==> src/rtl/scr1_apb_timer_bridge_pkg.sv <==
`default_nettype none
// +----------------------------------------------------------------------------+
// | Package : scr1_apb_timer_bridge_pkg                                        |
// | Brief   : SCR1 dmem-style memory interface codes shared by bridge users.   |
// | Rev     : 1.0 - initial release                                            |
// +----------------------------------------------------------------------------+
package scr1_apb_timer_bridge_pkg;

  typedef enum logic {
    MEMIF_CMD_RD = 1'b0,
    MEMIF_CMD_WR = 1'b1
  } memif_cmd_e;

  localparam logic [1:0] MEMIF_WIDTH_WORD = 2'b10;

  typedef enum logic [1:0] {
    MEMIF_RESP_IDLE  = 2'b00,
    MEMIF_RESP_OKAY  = 2'b01,
    MEMIF_RESP_ERROR = 2'b10
  } memif_resp_e;

endpackage
`default_nettype wire

==> src/rtl/scr1_apb_timer_bridge.sv <==
`default_nettype none
// +----------------------------------------------------------------------------+
// | Module : scr1_apb_timer_bridge                                             |
// | Brief  : APB3 slave to SCR1 dmem master bridge with response timeout.      |
// | Rev    : 1.0 - initial release                                             |
// +----------------------------------------------------------------------------+
module scr1_apb_timer_bridge
  import scr1_apb_timer_bridge_pkg::*;
#(
  parameter int unsigned TIMEOUT_CYCLES = 255,
  parameter logic [31:0] ADDR_MASK      = 32'h0000_001F
) (
  input  logic        clk,
  input  logic        rst_n,
  input  logic        apb_psel,
  input  logic        apb_penable,
  input  logic        apb_pwrite,
  input  logic [31:0] apb_paddr,
  input  logic [31:0] apb_pwdata,
  output logic [31:0] apb_prdata,
  output logic        apb_pready,
  output logic        apb_pslverr,
  output logic        dmem_req,
  output logic        dmem_cmd,
  output logic [1:0]  dmem_width,
  output logic [31:0] dmem_addr,
  output logic [31:0] dmem_wdata,
  input  logic        dmem_req_ack,
  input  logic [31:0] dmem_rdata,
  input  logic [1:0]  dmem_resp
);

  typedef enum logic [1:0] {
    ST_IDLE = 2'd0,
    ST_REQ  = 2'd1,
    ST_RESP = 2'd2,
    ST_DONE = 2'd3
  } state_e;

  localparam int unsigned          C_CNT_W    = (TIMEOUT_CYCLES > 255) ? 16 : 8;
  localparam logic [C_CNT_W-1:0]   C_CNT_LAST = C_CNT_W'(TIMEOUT_CYCLES - 1);
  localparam logic [C_CNT_W-1:0]   C_CNT_MAX  = '1;

  state_e             r_state;
  logic [C_CNT_W-1:0] r_cnt;
  logic               r_abort;

  logic               w_timeout;
  logic               w_abort;
  logic               w_fin;
  logic               w_fin_err;
  logic [31:0]        w_fin_data;

  assign dmem_width = MEMIF_WIDTH_WORD;
  assign w_timeout  = (TIMEOUT_CYCLES != 0) && (r_cnt == C_CNT_LAST);
  // Once the master lets go of psel the completion pulse must never appear.
  assign w_abort    = r_abort | ~apb_psel;

  always_comb begin
    w_fin      = 1'b0;
    w_fin_err  = 1'b0;
    w_fin_data = '0;
    case (r_state)
      ST_REQ: begin
        if (!dmem_req_ack && w_timeout) begin
          w_fin     = 1'b1;
          w_fin_err = 1'b1;
        end
      end
      ST_RESP: begin
        if (dmem_resp == MEMIF_RESP_OKAY) begin
          w_fin      = 1'b1;
          w_fin_data = (dmem_cmd == MEMIF_CMD_WR) ? 32'h0 : dmem_rdata;
        end else if (dmem_resp == MEMIF_RESP_ERROR) begin
          w_fin     = 1'b1;
          w_fin_err = 1'b1;
        end else if (w_timeout) begin
          w_fin     = 1'b1;
          w_fin_err = 1'b1;
        end
      end
      default: begin
        w_fin = 1'b0;
      end
    endcase
  end

  always_ff @(posedge clk or negedge rst_n) begin
    if (!rst_n) begin
      r_state     <= ST_IDLE;
      r_cnt       <= '0;
      r_abort     <= 1'b0;
      dmem_req    <= 1'b0;
      dmem_cmd    <= 1'b0;
      dmem_addr   <= '0;
      dmem_wdata  <= '0;
      apb_pready  <= 1'b0;
      apb_pslverr <= 1'b0;
      apb_prdata  <= '0;
    end else begin
      apb_pready  <= 1'b0;
      apb_pslverr <= 1'b0;
      apb_prdata  <= '0;

      if ((r_state == ST_REQ || r_state == ST_RESP) && (r_cnt != C_CNT_MAX)) begin
        r_cnt <= r_cnt + 1'b1;
      end

      case (r_state)
        ST_IDLE: begin
          if (apb_psel && !apb_penable) begin
            dmem_cmd   <= apb_pwrite;
            dmem_addr  <= apb_paddr & ADDR_MASK;
            dmem_wdata <= apb_pwdata;
            dmem_req   <= 1'b1;
            r_cnt      <= '0;
            r_abort    <= 1'b0;
            r_state    <= ST_REQ;
          end
        end
        ST_REQ: begin
          r_abort <= w_abort;
          if (dmem_req_ack) begin
            dmem_req <= 1'b0;
            r_state  <= ST_RESP;
          end
        end
        ST_RESP: begin
          r_abort <= w_abort;
        end
        ST_DONE: begin
          r_state <= ST_IDLE;
        end
        default: begin
          r_state <= ST_IDLE;
        end
      endcase

      if (w_fin) begin
        dmem_req    <= 1'b0;
        r_state     <= ST_DONE;
        apb_pready  <= ~w_abort;
        apb_pslverr <= ~w_abort & w_fin_err;
        apb_prdata  <= w_abort ? 32'h0 : w_fin_data;
      end
    end
  end

endmodule
`default_nettype wire

==> config.mk <==
export PLATFORM = sky130hd
export DESIGN_NAME = scr1_apb_timer_bridge
export DESIGN_NICKNAME = d
export VERILOG_FILES = /design/src/rtl/scr1_apb_timer_bridge_pkg.sv /design/src/rtl/scr1_apb_timer_bridge.sv
export SDC_FILE = /design/constraint.sdc
export NUM_CORES = 1
export LEC_CHECK = 0
export BUFFER_PORTS_ARGS = -buffer_cell sky130_fd_sc_hd__buf_2
export CORE_MARGIN = 2
export CORE_UTILIZATION = 35
export DETAILED_ROUTE_END_ITERATION = 7
export PLACE_DENSITY = 0.66
export SYNTH_ARGS = -nofsm -noshare
export SYNTH_HDL_FRONTEND = slang
export SYNTH_SLANG_ARGS = --single-unit
==> constraint.sdc <==
create_clock -name clk -period 2.4 [get_ports clk]
set_input_delay 0.24 -clock clk [delete_from_list [all_inputs] [get_ports clk]]
set_output_delay 0.24 -clock clk [all_outputs]
set_load 0.005 [all_outputs]
; ---- Word-level counts from Yosys, hierarchy flattened
; Index checks and enable logic that the tools add are counted.
; Widths: inputs -> output; s select.
[op_classes]
n_addsub = 1
n_eq_ne = 10
n_mux = 27
n_bitwise = 4
n_reduce_logical = 15
[op_table]
columns = op, n
row1 = $mux 32, 5
row2 = $mux 8, 3
row3 = $mux 1, 11
row4 = $add 8x1->8 const B, 1
row5 = $eq 8x8->1 const B, 1
row6 = $ne 8x8->1 const B, 1
row7 = $pmux 1 s2, 4
row8 = $eq 2x2->1 const B, 3
row9 = $mux 2, 3
row10 = $ne 3x3->1 const B, 2
row11 = $pmux 2 s3, 1
row12 = $reduce_and 3->1, 2
row13 = $eq 2x1->1 const B, 2
row14 = $reduce_and 2->1, 2
row15 = $reduce_bool 4->1, 1
row16 = $logic_and 1x1->1, 3
row17 = $reduce_bool 3->1, 1
row18 = $logic_not 1->1, 2
row19 = $logic_not 2->1, 1
row20 = $ne 2x2->1 const B, 1
row21 = $not 1->1, 2
row22 = $reduce_bool 2->1, 1
row23 = $reduce_or 2->1, 1
row24 = $and 1x1->1, 1
row25 = 2 further kinds, 2
[word_totals]
ff_bits = 84
input_bits = 104
out_inout_bits = 102

; ---- Longest topological paths before layout
; Gate-level depths: netlist of the first run.
[depth]
word_depth = 7
depth_mapped = 8
mapped_depth_nobuf = 6

; ---- Least setup slack after synthesis of the first run
; No wires, ideal clock.
[synth_timing]
kind = reg-to-reg
startpoint = register r_state[1]
endpoint = register r_cnt[1]
setup_time_ns = 0.132
t_arrival_ns = 1.433
required_time_ns = 2.268
setup_slack_ns = 0.835
path_stages_with_launch = 9
n_path_buf = 2
path_cell_list = dfrtp_1 > inv_1 > ha_1 > inv_1 > or2_1 > clkbuf_1 > clkbuf_1 > nand3_1 > o31ai_1
[synth_between]
elab_chain_len = 6
elab_cells_between_ends = 8
classes_between = eq/ne: 2 / mux: 3 / reduce/logical: 3
[synth_lines]
columns = item, line_no
row1 = "start, declared", scr1_apb_timer_bridge.sv:44  ; state_e r_state;
row2 = "start signal, assigned", scr1_apb_timer_bridge.sv:90  ; r_state <= ST_IDLE;
row3 = "start signal, assigned", scr1_apb_timer_bridge.sv:118  ; r_state <= ST_REQ;
row4 = "start signal, assigned", scr1_apb_timer_bridge.sv:125  ; r_state <= ST_RESP;
row5 = $eq 2x1->1 / $eq 2x2->1 (equally long branches), scr1_apb_timer_bridge.sv:105  ; if ((r_state == ST_REQ || r_state == ST_RESP) && (r_cnt != C_CNT_MAX)) begin
row6 = $logic_or 1x1->1, scr1_apb_timer_bridge.sv:105
row7 = $logic_and 1x1->1, scr1_apb_timer_bridge.sv:105
row8 = $mux 8, scr1_apb_timer_bridge.sv:105
row9 = $mux 8, scr1_apb_timer_bridge.sv:111  ; if (apb_psel && !apb_penable) begin
row10 = $mux 8 *, scr1_apb_timer_bridge.sv:109  ; case (r_state)
row11 = "end signal, assigned", scr1_apb_timer_bridge.sv:106  ; r_cnt <= r_cnt + 1'b1;
row12 = "end, declared", scr1_apb_timer_bridge.sv:45  ; logic [C_CNT_W-1:0] r_cnt;
; Every way passes the cells marked *; elsewhere a longest branch is shown, timed or not.
; A chain may end at the register's enable or synchronous reset.

; ---- Final worst setup path of the first run
[layout_timing]
startpoint = register r_state[1]
endpoint = register dmem_addr[3]
[layout_between]
elab_chain_len = 2
[layout_lines]
columns = item, line_no
row1 = $logic_not 2->1, scr1_apb_timer_bridge.sv:109
row2 = $reduce_and 2->1 (no source line), -
row3 = "end signal, assigned", scr1_apb_timer_bridge.sv:113  ; dmem_addr <= apb_paddr & ADDR_MASK;
row4 = "end, declared", scr1_apb_timer_bridge.sv:26  ; output logic [31:0] dmem_addr,
; Every way passes these cells.

==> summary.md, run 1 <==
| Metric | Value |
|---|---|
| Cts bufs inserted | `9` |
| Placed wire-length estimate | `5678 um` |
| Status | `completed` |
| Clk network pwr share | `0.273` |
| Fill cell count | `957` |
| Synth warn | `0` |
| Xor/xnor share of the synthesized area | `0.01225` |
| Total number of vias | `2789` |
| Worst Path Arrival | `2110 ps` |
| Cell Rows | `36` |
| WHS | `80.05 ps` |
| WS Path Type | `reg -> reg` |
| Worst setup path start | `r_state[1]` |
| GRT Overall Usage | `0.1422` |
| Number of routed nets with antenna violations | `0` |
| CTS Buffer Depth | `2` |
| Post-synth top area share | `0.5880` |
| Final hold violations | `0` |
| Simple-Gate Fraction of Synth Area | `0.2370` |
| Synth area leader | `dfrtp_1` |
| Type of origin of the critical path | `register` |
| DIE WIDTH | `105.1 um` |
| Flip-flop and latch area | `0.002102 mm2` |
| Root Buffer | `clkbuf_8` |
| Seq pwr share | `0.448` |
| Final min period | `1877 ps` |
| Power Total | `4.535 mW` |
| CTS tree | `built` |
| Async SR Flop Fraction | `1.000` |
| Leakage | `2.639 nW` |
| Initial Utilization | `0.3624` |
| Setup WS post-layout | `523.5 ps` |
| R2R Path Start | `r_state[1]` |
| Initial drt markers | `174` |
| Reg clk slew, reported paths | `90 ps` |
| Post-synthesis mux area share | `0.002800` |
| Final setup viols | `0` |
| Gate power share | `0.279` |
| Routability cong. | `0.7777` |
| DR vias/cell | `4.344` |
| RR Endpoint | `dmem_addr[3]` |
| Core ar. | `0.009864 mm2` |
| CTS HTree Levels | `3` |
| Main area contributors after synthesis | `dfrtp_1 59%, nand2_1 12%, buf_4 6.1%` |
| Ant. Diodes | `0` |
| Count leader, synth | `nand2_1` |
| Synth Area in Compound Gates | `0.05075` |
| Final Skew | `10.22 ps` |
| Post-synth EDFFs | `0` |
| # DRC | `0` |
| CTS Sinks | `84` |
| Post-CTS setup buffer count | `0` |
| Seq cells post-synth | `84` |
| Reg-to-reg slack, setup | `520 ps` |
| Crit end category | `register` |
| Dpl ws | `526.3 ps` |
| Required time of the critical path | `2630 ps` |
| Max transition margin | `0.5842` |
| Cells after synthesis | `353` |
| Type of the most critical hold path | `in -> reg` |
| Placed cell area | `0.004368 mm2` |
| Slew Viols, Final | `0` |
| WL final | `7838 um` |
| Largest family of logic cells by synthesized area | `simple AND/OR/NAND/NOR gates` |
| Vert. Die Dim | `105.1 um` |
| Seq/Total Area, Yosys | `0.5880` |
| Most instantiated cells after synthesis | `117 x nand2_1, 84 x dfrtp_1, 33 x and2_1` |
| Fmax | `532.9 MHz` |
| GRT overflow | `0` |
| Fin nets | `614` |
| Peak supply drop | `0.4714 mV` |
| Cell Int Power | `3.095 mW` |
| Final instance area | `0.004627 mm2` |
| Crit path capture | `dmem_addr[3]` |
| # IOs | `206` |
| Worst-margin pin slew | `623.7 ps` |
| Top FF cell, synth | `dfrtp_1` |
| Worst r2r path cells | `7` |
| Switching share of power | `0.3175` |
| Distinct cells, synth | `41` |
| RSZ-0062 raised after global routing | `no` |
| Vias in the first global route | `2666` |
| WL per Instance | `12.21 um` |
| CP max FO | `33` |
| Pin count of the biggest net entering global routing | `50` |
| Final TNS setup | `0 ps` |
| Fraction of layout cells with a size suffix above 1 | `0.3379` |
| Clock latency on the worst-skew pair | `350 ps` |
| Synthesized area | `0.003575 mm2` |
| Global-route wire length before repair | `12600 um` |
| Final Cycle Share | `0.7819` |
| Sw power | `1.440 mW` |
| Post-Syn Area per Cell | `10.13 um2` |
| Adder-Cell Fraction of Synth Area | `0.02100` |
| Initial DRT Pass Iterations | `5` |
| Synth-to-Final Area Change | `29.44%` |
| Initial antenna violation count | `0` |
| DIE AREA | `0.01104 mm2` |
| Port bufs | `149` |
| Max-cap violations | `0` |
| Area of the multi-input gates | `0.001274 mm2` |
| Power density cells | `980.1 mW/mm2` |
-- power groups by stage --
stage	clock network [mW]	logic [mW]	registers, mW
floorplan	0	0.712	2.07
global placement	0	1.25	2.05
detailed placement	0	1.29	2.06
CTS	1.28	1.29	2.03
global route	1.35	1.46	2.08
finish	1.24	1.27	2.03
-- per-layer routing --
layer	track usage	part of all wire	wire length (um)
met1	0.1661	0.41	3183
met4	0.04952	0.013	102
met5	0	0	0
met2	0.2454	0.52	4041
met3	0.04554	0.065	510
-- timing repair --
item,in CTS,in global routing
endpoints found under the setup margin,0,0
hold buffers,1,0
hold endpoints to repair,47,0
resized for setup,0,0
-- registers in the layout (all words and copies together) (netlist names) --
signal	flops
r_cnt	8
dmem_wdata	32
r_abort	1
apb_pready	1
r_state	2
dmem_addr	5
dmem_cmd	1
dmem_req	1
apb_prdata	32
apb_pslverr	1
-- layout make-up --
| type | instances | area share |
|---|---|---|
| flip-flops and latches | 84 | 0.4543 |
| multi-input cells | 250 | 0.2753 |
| repair buffers | 155 | 0.1774 |
| well taps | 133 | 0.03597 |
| clock buffers | 11 | 0.03056 |
| clock inverters | 5 | 0.02326 |
| inverters | 4 | 0.003245 |
-- cell usage in the layout, fill, tap and decap left out, types with 2 or more instances in the layout --
cell	synthesis	routed
a21boi_0	2	2
a21oi_1	5	5
a31oi_1	2	2
and2_1	33	33
buf_12	0	2
buf_2	3	148
buf_4	29	4
bufinv_16	0	3
clkbuf_8	0	10
conb_1	2	29
dfrtp_1	84	84
ha_1	6	6
inv_1	4	4
nand2_1	117	117
nand2b_1	4	4
nand3_1	5	5
nor2_1	10	9
nor2b_1	3	3
o21ai_0	4	4
o21ai_1	3	3
o311ai_1	2	2
or2_1	2	2
xnor2_1	4	4
-- critical path, cell delays in order, from the launching register on --
cell and delay (ps):
dfrtp_1 410, inv_1 120, ha_1 260, inv_1 100, or2_1 380, buf_4 300, nand2_1 110, nand2_1 60
-- worst min path at each step --
stage	end	startpoint	slack [ps]	depth (start not counted)
2_1_floorplan	apb_prdata[0]	rst_n	-60	0
3_3_place_gp	apb_prdata[9]	rst_n	300	1
3_5_place_dp	apb_prdata[10]	rst_n	310	1
4_1_cts	dmem_addr[1]	apb_paddr[1]	60	3
5_1_grt	dmem_wdata[23]	apb_pwdata[23]	60	3
6_report	dmem_wdata[24]	apb_pwdata[24]	80	3
-- logic make-up after synthesis --
kind of cell | count (synthesis)
flip-flops | 84
AO/OA/AOI/OAI | 27
other | 2
buffers and inverters | 46
XOR/XNOR | 5
multiplexers | 1
AND/OR/NAND/NOR | 182
adder cells (fa/ha/maj) | 6
-- through the flow --
stage | util | std cells
2_1_floorplan | - | 380
3_3_place_gp | 0.4428 | 625
3_5_place_dp | 0.4428 | 625
4_1_cts | 0.4691 | 642
5_1_grt | 0.4691 | 642
6_report | 0.4691 | 642
Power figures use the tool's default switching activity.
==> inputs of run 2 (changes only) <==
--- a/config.mk
+++ b/config.mk
@@ -5,11 +5,12 @@
 export SDC_FILE = /design/constraint.sdc
 export NUM_CORES = 1
 export LEC_CHECK = 0
+export ABC_AREA = 1
 export BUFFER_PORTS_ARGS = -buffer_cell sky130_fd_sc_hd__buf_2
 export CORE_MARGIN = 2
 export CORE_UTILIZATION = 35
 export DETAILED_ROUTE_END_ITERATION = 7
-export PLACE_DENSITY = 0.66
+export PLACE_DENSITY = 0.68
 export SYNTH_ARGS = -nofsm -noshare
 export SYNTH_HDL_FRONTEND = slang
 export SYNTH_SLANG_ARGS = --single-unit
==> constraint.sdc (replaced) <==
create_clock -name clk -period 1.7 [get_ports clk]
set_input_delay 0.17 -clock clk [delete_from_list [all_inputs] [get_ports clk]]
set_output_delay 0.17 -clock clk [all_outputs]
set_load 0.005 [all_outputs]
==> run 2 against run 1 <==
Against the previous run: routed wire length grew 18%; synthesized cell count rose by 22%; first-iteration DRC count is 30% higher.
==> summary.md, run 2 <==
| Metric | Value |
|---|---|
| Largest registers | `apb_prdata x32, dmem_wdata x32, r_cnt x8` |
| Vias in the first global route | `3056` |
| Initial drt markers | `226` |
| Final Non-Filler Cells | `762` |
| Required time of the critical path | `1980 ps` |
| Number of routed nets with antenna violations | `0` |
| Worst path top cell family by delay | `simple AND/OR/NAND/NOR gates` |
| WS Path Type | `reg -> reg` |
| Slew Viols, Final | `0` |
| Synth warn | `0` |
| Type of origin of the critical path | `register` |
| Initial DRT Pass Iterations | `5` |
| Ant. Diodes | `0` |
| DIE WIDTH | `107.2 um` |
| Root Buffer | `clkbuf_8` |
| Routability cong. | `0.7524` |
| Dpl ws | `40.67 ps` |
| Final TNS setup | `0 ps` |
| Critical path buffers and inverters | `4` |
| Post-synth EDFFs | `0` |
| Post-Syn Area per Cell | `8.688 um2` |
| Cell Rows | `37` |
| Setup WS post-layout | `54.52 ps` |
| DIE AREA | `0.01149 mm2` |
| DR vias/cell | `4.374` |
| Cells after synthesis | `429` |
| Final min period | `1645 ps` |
| GRT overflow | `0` |
| Synth-to-Final Area Change | `39.71%` |
| Fmax | `607.7 MHz` |
| Seq cells post-synth | `84` |
| Fin nets | `731` |
| CTS Buffer Depth | `2` |
| Distinct cells, synth | `23` |
| Pin count of the biggest net entering global routing | `85` |
| Reg clk slew, reported paths | `90 ps` |
| Fraction of layout cells with a size suffix above 1 | `0.3323` |
| Critical path cell sequence | `inv_2, ha_4, nand2_2, inv_1, nand3_2, nand2_1, inv_1, nand2_2, nand3_4, clkbuf_16, nor2_1` |
| Crit end category | `register` |
| Status | `completed` |
| Most instantiated cells after synthesis | `155 x nand2_1, 84 x dfrtp_1, 40 x nor2_1` |
| # IOs | `206` |
| Final hold violations | `0` |
| Commonest cells after routing, fill and taps aside | `153 x nand2_1, 148 x buf_2, 83 x dfrtp_1` |
| CTS Sinks | `84` |
| Clock latency on the worst-skew pair | `360 ps` |
| WL per Instance | `12.11 um` |
| Port bufs | `149` |
| Power density cells | `1330 mW/mm2` |
| Max-cap violations | `0` |
| Placed cells | `705` |
| Main area contributors after synthesis | `dfrtp_1 56%, nand2_1 16%, buf_4 5.8%` |
| Slowest stage cell, crit path | `dfrtp_1` |
| Vert. Die Dim | `107.2 um` |
| Core ar. | `0.01032 mm2` |
| CTS HTree Levels | `3` |
| Crit-path max cell delay | `420 ps` |
| Final setup viols | `0` |
| Global-route wire length before repair | `13990 um` |
| Most common cell after layout, fill and taps aside | `nand2_1` |
| Worst Path Arrival | `1930 ps` |
| Initial Utilization | `0.3610` |
| Synthesized area | `0.003727 mm2` |
| CTS tree | `built` |
| Cts bufs inserted | `9` |
| Leakage | `2.917 nW` |
| Peak supply drop | `0.5381 mV` |
| Post-synth top area share | `0.5639` |
| # DRC | `0` |
| WL final | `9230 um` |
| Async SR Flop Fraction | `1.000` |
| Reg-to-reg slack, setup | `50 ps` |
| Top FF cell, synth | `dfrtp_1` |
| CP max FO | `8` |
| Initial antenna violation count | `0` |
| Fill cell count | `945` |
| GRT Overall Usage | `0.1533` |
| Count leader, synth | `nand2_1` |
| Final Skew | `8.852 ps` |
| Total number of vias | `3333` |
| WHS | `15.84 ps` |
| Seq/Total Area, Yosys | `0.5639` |
| Synth area leader | `dfrtp_1` |
| Type of the most critical hold path | `in -> reg` |
| Placed wire-length estimate | `6029 um` |
| RSZ-0062 raised after global routing | `yes` |
| Final Cycle Share | `0.9679` |
-- run 2: metrics by stage --
step / power (mW) / cell area [um2] / utilization
finish: 6.927 / 5207 / 0.5044
detailed placement: 5.361 / 4546 / 0.4403
CTS: 6.888 / 5085 / 0.4925
floorplan: 4.384 / 3829 / -
global route: 7.538 / 5207 / 0.5044
global placement: 5.262 / 4546 / 0.4403
-- run 2: metal layers --
metal	part of all wire	routed length (um)	global-route usage
met1	0.41	3764	0.1860
met2	0.51	4685	0.2654
met3	0.073	671	0.03343
met4	0.012	108	0.05844
met5	0	0	0
-- run 2: worst reg2reg max path: cells and delay by family (launching register included) --
kind	cells	cell delay, ps
buf+inv	4	440
flops	1	420
fa+ha+maj	1	160
simple gates	6	570
-- run 2: kinds of logic after synthesis --
kind of cell,Yosys count,synth area share
AND/OR/NAND/NOR,250,0.2803
buffers and inverters,72,0.1118
other,2,0.002015
XOR/XNOR,1,0.002350
flip-flops,84,0.5639
adder cells (fa/ha/maj),6,0.02014
AO/OA/AOI/OAI,14,0.01947
-- run 2: worst paths after layout --
kind / startpoint / end / cells past startpoint
max in group asynchronous: rst_n / r_cnt[0] / 3
min in group asynchronous: rst_n / apb_prdata[3] / 3
worst min register to register: dmem_wdata[6] / dmem_wdata[6] / 2
worst min-delay path: apb_paddr[1] / dmem_addr[1] / 3
worst max register to register: r_state[1] / apb_prdata[18] / 11
worst max-delay path: r_state[1] / apb_prdata[18] / 11
-- run 2: layout make-up --
class	instances	area (um2)	share of cell area
Inverter	26	97.59	0.01874
Clock inverter	7	75.07	0.01442
Tap cell	136	170.2	0.03268
Multi-Input combinational cell	300	1345	0.2583
Timing Repair Buffer	200	1292	0.2482
Sequential cell	84	2103	0.4039
Clock buffer	9	123.9	0.02379
-- run 2: power by group --
part	internal (mW)	switching (mW)	leakage (nW)	total (mW)
sequential	2.57	0.364	1.09	2.94
clock	0.683	0.738	0.0918	1.42
combinational	1.15	1.42	1.74	2.57
-- run 2: repair_timing --
item / in CTS / in global routing
endpoints found under the hold margin: 117 / 0
setup endpoints to repair: 0 / 34
hold buffers: 34 / 0
buffers inserted: 0 / 4
gates resized for setup: 0 / 11
